==> src/rtl/tmw_window_seq.sv <==
// Time-measurement-window sequencer: enables RO channels, settles, measures, pulses sample/done.
// Optional completed-window counter is compiled in when TMW_WINDOW_COUNT_EN is defined.
module tmw_window_seq #(
    parameter int WIDTH    = 8,
    parameter int SETTLE_W = 4,
    parameter int CH       = 4,
    localparam int CH_W    = (CH > 1) ? $clog2(CH) : 1
) (
    input  logic                clk,
    input  logic                rst,
    input  logic                start_i,
    input  logic                abort_i,
    input  logic                continuous_i,
    input  logic                rr_i,
    input  logic [CH-1:0]       ch_mask_i,
    input  logic [SETTLE_W-1:0] settle_cnt_i,
    input  logic [WIDTH-1:0]    max_counts_i,
    output logic [CH-1:0]       ro_en_o,
    output logic [CH_W-1:0]     ch_sel_o,
    output logic [WIDTH-1:0]    win_cnt_o,
    output logic                busy_o,
    output logic                sample_o,
    output logic                done_o,
    output logic [15:0]         win_total_o
);

    typedef enum logic [1:0] {S_IDLE, S_SETTLE, S_MEASURE, S_DONE} state_t;

    state_t              r_state;
    logic [CH-1:0]       r_mask;
    logic                r_rr;
    logic [SETTLE_W-1:0] r_settle;
    logic [WIDTH-1:0]    r_max;
    logic [SETTLE_W-1:0] r_set_cnt;
    logic [CH-1:0]       r_ro_en;
    logic [CH_W-1:0]     r_ch_sel;
    logic [WIDTH-1:0]    r_win_cnt;
    logic                r_busy;
    logic                r_sample;
    logic                r_done;
    logic [CH_W-1:0]     w_first_ch;
    logic [CH_W-1:0]     w_next_ch;

    function automatic logic [CH_W-1:0] f_lowest(input logic [CH-1:0] m);
        logic [CH_W-1:0] res;
        logic [CH-1:0]   sh;
        res = '0;
        for (int i = CH - 1; i >= 0; i--) begin
            sh = m >> i;
            if (sh[0]) res = CH_W'(i);
        end
        return res;
    endfunction

    // Next set bit strictly above cur, wrapping; a single-bit mask returns cur itself.
    function automatic logic [CH_W-1:0] f_next(input logic [CH-1:0] m, input logic [CH_W-1:0] cur);
        logic [CH_W-1:0] res;
        logic [CH-1:0]   sh;
        logic            found;
        int              idx;
        res   = cur;
        found = 1'b0;
        for (int i = 1; i <= CH; i++) begin
            idx = (int'(cur) + i) % CH;
            sh  = m >> idx;
            if (!found && sh[0]) begin
                res   = CH_W'(idx);
                found = 1'b1;
            end
        end
        return res;
    endfunction

    function automatic logic [CH-1:0] f_onehot(input logic [CH_W-1:0] sel);
        return CH'(1) << sel;
    endfunction

    assign w_first_ch = f_lowest(ch_mask_i);
    assign w_next_ch  = f_next(r_mask, r_ch_sel);

    always_ff @(posedge clk or posedge rst) begin
        if (rst) begin
            r_state   <= S_IDLE;
            r_mask    <= '0;
            r_rr      <= 1'b0;
            r_settle  <= '0;
            r_max     <= '0;
            r_set_cnt <= '0;
            r_ro_en   <= '0;
            r_ch_sel  <= '0;
            r_win_cnt <= '0;
            r_busy    <= 1'b0;
            r_sample  <= 1'b0;
            r_done    <= 1'b0;
        end else begin
            r_sample <= 1'b0;
            r_done   <= 1'b0;
            if (abort_i) begin
                r_state <= S_IDLE;
                r_ro_en <= '0;
                r_busy  <= 1'b0;
            end else begin
                case (r_state)
                    S_IDLE: begin
                        if (start_i && ch_mask_i != '0) begin
                            r_mask    <= ch_mask_i;
                            r_rr      <= rr_i;
                            r_settle  <= settle_cnt_i;
                            r_max     <= max_counts_i;
                            r_busy    <= 1'b1;
                            r_set_cnt <= '0;
                            r_ch_sel  <= rr_i ? w_first_ch : '0;
                            r_ro_en   <= rr_i ? f_onehot(w_first_ch) : ch_mask_i;
                            if (settle_cnt_i == '0) begin
                                r_state   <= S_MEASURE;
                                r_win_cnt <= '0;
                                r_sample  <= (max_counts_i == '0);
                            end else begin
                                r_state <= S_SETTLE;
                            end
                        end
                    end
                    S_SETTLE: begin
                        if (r_set_cnt + SETTLE_W'(1) == r_settle) begin
                            r_state   <= S_MEASURE;
                            r_win_cnt <= '0;
                            r_sample  <= (r_max == '0);
                        end else begin
                            r_set_cnt <= r_set_cnt + SETTLE_W'(1);
                        end
                    end
                    S_MEASURE: begin
                        // Stop at max instead of incrementing so the count never wraps.
                        if (r_win_cnt == r_max) begin
                            r_state <= S_DONE;
                            r_ro_en <= '0;
                            r_done  <= 1'b1;
                        end else begin
                            r_win_cnt <= r_win_cnt + WIDTH'(1);
                            r_sample  <= (r_win_cnt + WIDTH'(1) == r_max);
                        end
                    end
                    S_DONE: begin
                        if (continuous_i) begin
                            r_set_cnt <= '0;
                            r_ch_sel  <= r_rr ? w_next_ch : '0;
                            r_ro_en   <= r_rr ? f_onehot(w_next_ch) : r_mask;
                            if (r_settle == '0) begin
                                r_state   <= S_MEASURE;
                                r_win_cnt <= '0;
                                r_sample  <= (r_max == '0);
                            end else begin
                                r_state <= S_SETTLE;
                            end
                        end else begin
                            r_state <= S_IDLE;
                            r_busy  <= 1'b0;
                        end
                    end
                endcase
            end
        end
    end

`ifdef TMW_WINDOW_COUNT_EN
    logic [15:0] r_total;

    always_ff @(posedge clk or posedge rst) begin
        if (rst) begin
            r_total <= '0;
        end else if (r_done) begin
            r_total <= r_total + 16'd1;
        end
    end

    assign win_total_o = r_total;
`else
    assign win_total_o = 16'h0;
`endif

    assign ro_en_o   = r_ro_en;
    assign ch_sel_o  = r_ch_sel;
    assign win_cnt_o = r_win_cnt;
    assign busy_o    = r_busy;
    assign sample_o  = r_sample;
    assign done_o    = r_done;

endmodule
==> config.mk <==
export PLATFORM = sky130hd
export DESIGN_NAME = tmw_window_seq
export DESIGN_NICKNAME = d
export VERILOG_FILES = /design/src/rtl/tmw_window_seq.sv
export SDC_FILE = /design/constraint.sdc
export NUM_CORES = 1
export LEC_CHECK = 0
export ABC_AREA = 1
export CORE_AREA = 2 2 78 80
export CTS_CLUSTER_DIAMETER = 150
export DETAILED_ROUTE_END_ITERATION = 10
export DIE_AREA = 0 0 80 82
export GPL_ROUTABILITY_DRIVEN = 0
export GPL_TIMING_DRIVEN = 0
export PLACE_DENSITY = 0.72
export SLEW_MARGIN = 25
export SYNTH_ARGS = -nofsm -noshare
export SYNTH_HDL_FRONTEND = slang
export SYNTH_SLANG_ARGS = --single-unit
==> constraint.sdc <==
create_clock -name clk -period 1.9 [get_ports clk]
set_input_delay 0.38 -clock clk [delete_from_list [all_inputs] [get_ports clk]]
set_output_delay 0.38 -clock clk [all_outputs]
set_load 0.1 [all_outputs]
### Yosys cells after proc, flatten, opt, wreduce, memory -nomap -nowiden

Index checks and enable logic that the tools add are counted.

| word-level totals | value |
|---|---|
| flip-flop bits (word level) | 40 |
| word-level logic and storage cells | 132 |
| output and inout port bits | 33 |
| input port bits | 22 |

| cells by class | value |
|---|---|
| bitwise logic cells | 5 |
| reductions and logical operators | 28 |
| equality and inequality tests | 18 |
| $add $sub $neg | 6 |
| shift operators | 6 |
| muxes and demuxes | 57 |

Operator list:

| operator | count |
|---|---|
| $shr 4x32->1 | 4 |
| $mux 8 | 6 |
| $mux 2 | 19 |
| $mux 4 | 9 |
| $pmux 8 s4 | 1 |
| $pmux 4 s3 | 2 |
| $eq 8x8->1 | 2 |
| $logic_not 8->1 | 2 |
| $mux 1 | 16 |
| $ne 3x3->1 const B | 5 |
| $ne 2x2->1 const B | 7 |
| $reduce_and 3->1 | 3 |
| $add 8x1->8 const B | 1 |
| $logic_not 4->1 | 2 |
| $pmux 2 s4 | 1 |
| $reduce_and 4->1 | 2 |
| $reduce_bool 4->1 | 2 |
| $reduce_or 2->1 | 4 |
| $shl 1x2->4 const A | 2 |
| $reduce_and 7->1 | 1 |
| $reduce_bool 3->1 | 2 |
| $reduce_and 5->1 | 1 |
| $add 2x1->2 const B | 2 |
| $add 2x2->2 const B | 2 |
| other kinds (13) | 22 |

### Logic depth before layout (Yosys ltp)

| logic depth | value |
|---|---|
| word-level depth | 19 |
| gate-level depth with buffers | 15 |
| mapped depth without buffers | 15 |

### Worst setup path before layout

Ideal clock, no wire load.

| timing | value |
|---|---|
| kind | register to register |
| start point | reg r_win_cnt[0], in the netlist win_cnt_o[0] |
| end point | reg r_sample, in the netlist sample_o |
| path slack | -431 ps |
| stages on the path, launching flop included | 12 |
| path buffers | 0 |
| required time | 1787 ps |
| data arrival time | 2218 ps |
| clock period less this slack | 2331 ps |
| library setup time | 113 ps |
| cell sequence | dfrtp_1 > ha_1 > nand3_1 > nor2_1 > nand2_1 > xnor2_1 > nand2_1 > clkinv_1 > nand4_1 > nand3_1 > nand2_1 > inv_1 |

| on the way | value |
|---|---|
| cells in the longest elaborated chain, start to end | 5 |
| elaborated cells on any way between the ends | 6 |
| classes of those cells | add/sub (1); eq/ne (2); mux (3) |

Ends and longest elaborated chain:

| what | RTL line | source |
|---|---|---|
| from (decl) | 37 | `logic [WIDTH-1:0] r_win_cnt;` |
| from (signal assigned) | 139 | `r_win_cnt <= r_win_cnt + WIDTH'(1);` |
| $add 8x1->8 | 140 | `r_sample <= (r_win_cnt + WIDTH'(1) == r_max);` |
| $eq 8x8->1 | 140 |  |
| $mux 1 * | 134 | `if (r_win_cnt == r_max) begin` |
| $pmux 1 s4 * | 103 | `case (r_state)` |
| $mux 1 * | 98 | `if (abort_i) begin` |
| to (signal assigned) | 117 | `r_sample <= (max_counts_i == '0);` |
| to (signal assigned) | 140 |  |
| to (signal assigned) | 151 | `r_sample <= (r_max == '0);` |
| to (decl) | 39 | `logic r_sample;` |

Every way passes the cells marked *; elsewhere a longest branch is shown, timed or not.
A chain may end at the register's enable or synchronous reset.

### Final worst setup path

| timing | value |
|---|---|
| start point | reg r_busy, in the netlist busy_o |
| end point | out busy_o |

RTL lines:

| what | RTL line | source |
|---|---|---|
| from (decl) | 38 | `logic r_busy;` |
| from (signal assigned) | 92 | `r_busy <= 1'b0;` |
| from (signal assigned) | 101 | `r_busy <= 1'b0;` |
| from (signal assigned) | 110 | `r_busy <= 1'b1;` |
| to (decl) | 21 | `output logic busy_o,` |

No word-level cell between the ends.

==> impl_metrics.yaml <==
run_status:
  status: "finished, final reports clean"
logic_synthesis:
  synth_cells: 369
  yosys_warnings: 0
  ys_async_sr_fraction: 1.00
  ys_seq_elements: 40
  syn-cell-area_um2: 2740
  seq_area_frac_synth: 0.365
  synth_edf_count: 0
  synth_ff_type: "dfrtp_1"
  syn_area_per_cell_um2: 7.43
  synthDistinctLibCells: 37
worst_setup_path:
  crit_required_ps: 1520
  crit_fanout: 2
  cp.arrival_ps: 1480
  cp_cell_sequence: "dlygate4sd2_1"
  rrSetupSlack_ps: 90
  cp_slowest_cell: "dlygate4sd2_1"
  max_stage_delay_ps: 850
  worstReg2RegEnd: "sample_o$_DFF_PP0_"
  endpoint_kind: "output pin"
  path_class: "flip-flop to output pin"
  worst_r2r_startpoint: "r_set_cnt[0]$_DFFE_PP0P_"
  reg2reg_depth: 11
  crit_buf_inv: 1
  cp-start-kind: "flip-flop"
  critPathTopFamily: "buffers and inverters"
drt:
  first_pass_iters: 5
  ant_nets: 0
  drt_iter0_drc: 144
  viasPerCell: 5.12
  drc_errors: 0
  num_vias: 2624
  drt-total-wl_um: 6540
  wire_per_inst_um: 12.8
floorplan:
  start_util: 0.477
  die_w_um: 80
  fp.dieArea_um2: 6560
  num_io_pins: 55
  num_rows: 28
  core-area_um2: 5750
  die_h_um: 82
worst_hold_path:
  min_path_type: "primary input to asynchronous set/reset pin"
timing:
  setup_viol: 0
  postLayoutSetupSlackWorst_ps: 36.8
  hold_violations: 0
  fin_skew_ps: 9.60
  rsz0062_at_grt: "true"
  tns_ps: 0
  finalCriticalPeriod_ps: 1860
  post-route-period-util: 0.981
  slew_headroom: 0.367
  worst_pin_slew_ps: 953
  hold_ws_ps: 336
  max_freq_mhz: 537
  drv_slew: 0
placement:
  place_inst: 498
  post_dp_cell_area_um2: 3300
  hpwl_um: 4880
  portBuffers: 38
  preCtsSetupSlack_ps: -342
clocking:
  root_buffer: "clkbuf_8"
  clk_path_buf_depth: 2
  clock_latency_ps: 290
  cts_sinks: 40
  cts_made_buffers: 5
  clkTransAtPathRegs_ps: 80
  cts_max_level: 2
  hold_buffers: 0
  cts_tree: "built"
power:
  vdd_drop_max_mv: 0.677
  p_total_mw: 5.33
  power_density_nw_per_um2: 1520
  p_leak_nw: 1.67
global_route:
  antenna_found_initial: 0
  track_usage: 0.206
  overflow: 0
  grt_pass1_vias: 2323
  grt_pass1_wl_um: 10500
  grt_max_degree: 31
final_layout:
  final_nets: 461
  n_antenna_cell: 0
  final_common_cell: "nand2_1"
  multi_input_area_um2: 1520
  final-seq-area_um2: 1010
  most-common-layout-cells: "nand2_1, inv_1, o21ai_0, dfrtp_1, buf_4"
  n_fill_cell: 539
  layout-drive-gt1-share: 0.219
  area_growth_pct: 28.1
  design_area_um2: 3510
  post-route-util: 0.611
  final_cells: 513
job:
  drv_cap: 0
[sequential cells by signal, indices dropped and copies added (netlist names)]
signal / count
busy_o: 1
ch_sel_o: 2
done_o: 1
r_mask: 4
r_max: 8
r_rr: 1
r_set_cnt: 4
r_settle: 4
r_state: 2
ro_en_o: 4
sample_o: 1
win_cnt_o: 8
[repair_timing]
| action | in CTS | in global routing |
|---|---|---|
| endpoints found under the setup margin | 27 | 43 |
| resized for setup | 37 | 28 |
| cloned | 0 | 1 |
| endpoints found under the hold margin | 0 | 0 |
| pin swaps | 0 | 5 |
| setup buffers | 0 | 6 |
[layer usage]
metal,vias to the layer above,share of wire,global-route usage
li1,1289,-,-
met1,1223,0.44,0.270
met2,100,0.49,0.352
met3,12,0.060,0.0352
met4,0,0.013,0.0559
met5,-,0,0
[kinds of logic after synthesis]
logic type / after synthesis / share of synthesized area
and+or+nand+nor: 175 / 0.308
AOI/OAI and AO/OA: 62 / 0.127
adders and majority gates: 2 / 0.00913
DFF: 40 / 0.365
buffers and inverters: 68 / 0.119
xor gates and xnor gates: 21 / 0.0699
other: 1 / 0.00137
[synthesized netlist by cell type, types with 8 or more instances]
cell,instances,area [um2]
nand2_1,95,357
inv_1,42,158
dfrtp_1,40,1000
o21ai_0,30,150
nand3_1,21,105
nor2_1,20,75.1
buf_4,17,128
xnor2_1,12,105
a21oi_1,9,45.0
nand2_2,9,56.3
o21ai_1,9,45.0
xor2_1,8,70.1
[power by group]
group          internal, mW  switching, mW
registers              1.16          0.292
logic                  1.06           2.23
clock network         0.297          0.291
total                  2.52           2.81
[worst max-delay path by stage]
stage                        startpoint                       end  slack (ps)  cells past startpoint
2_1_floorplan  win_cnt_o[0]$_DFFE_PP0P_        sample_o$_DFF_PP0_         -50                     11
6_report             busy_o$_DFFE_PP0P_                    busy_o          40                      1
3_3_place_gp                        rst  win_cnt_o[7]$_DFFE_PP0P_        -450                      2
3_5_place_dp               ch_mask_i[2]      r_max[1]$_DFFE_PP0P_        -340                      9
4_1_cts         ch_sel_o[0]$_DFFE_PP0P_               ch_sel_o[0]           1                      1
5_1_grt        r_set_cnt[0]$_DFFE_PP0P_        sample_o$_DFF_PP0_         -70                     11
[cell type report]
class | count | share of cell area
multi-input cells | 277 | 0.433
flip-flops and latches | 40 | 0.289
repair buffers | 45 | 0.128
inverters | 47 | 0.0513
plain buffers | 21 | 0.0460
well taps | 75 | 0.0267
clock buffers | 8 | 0.0257
(Power assumes the default switching activity.)
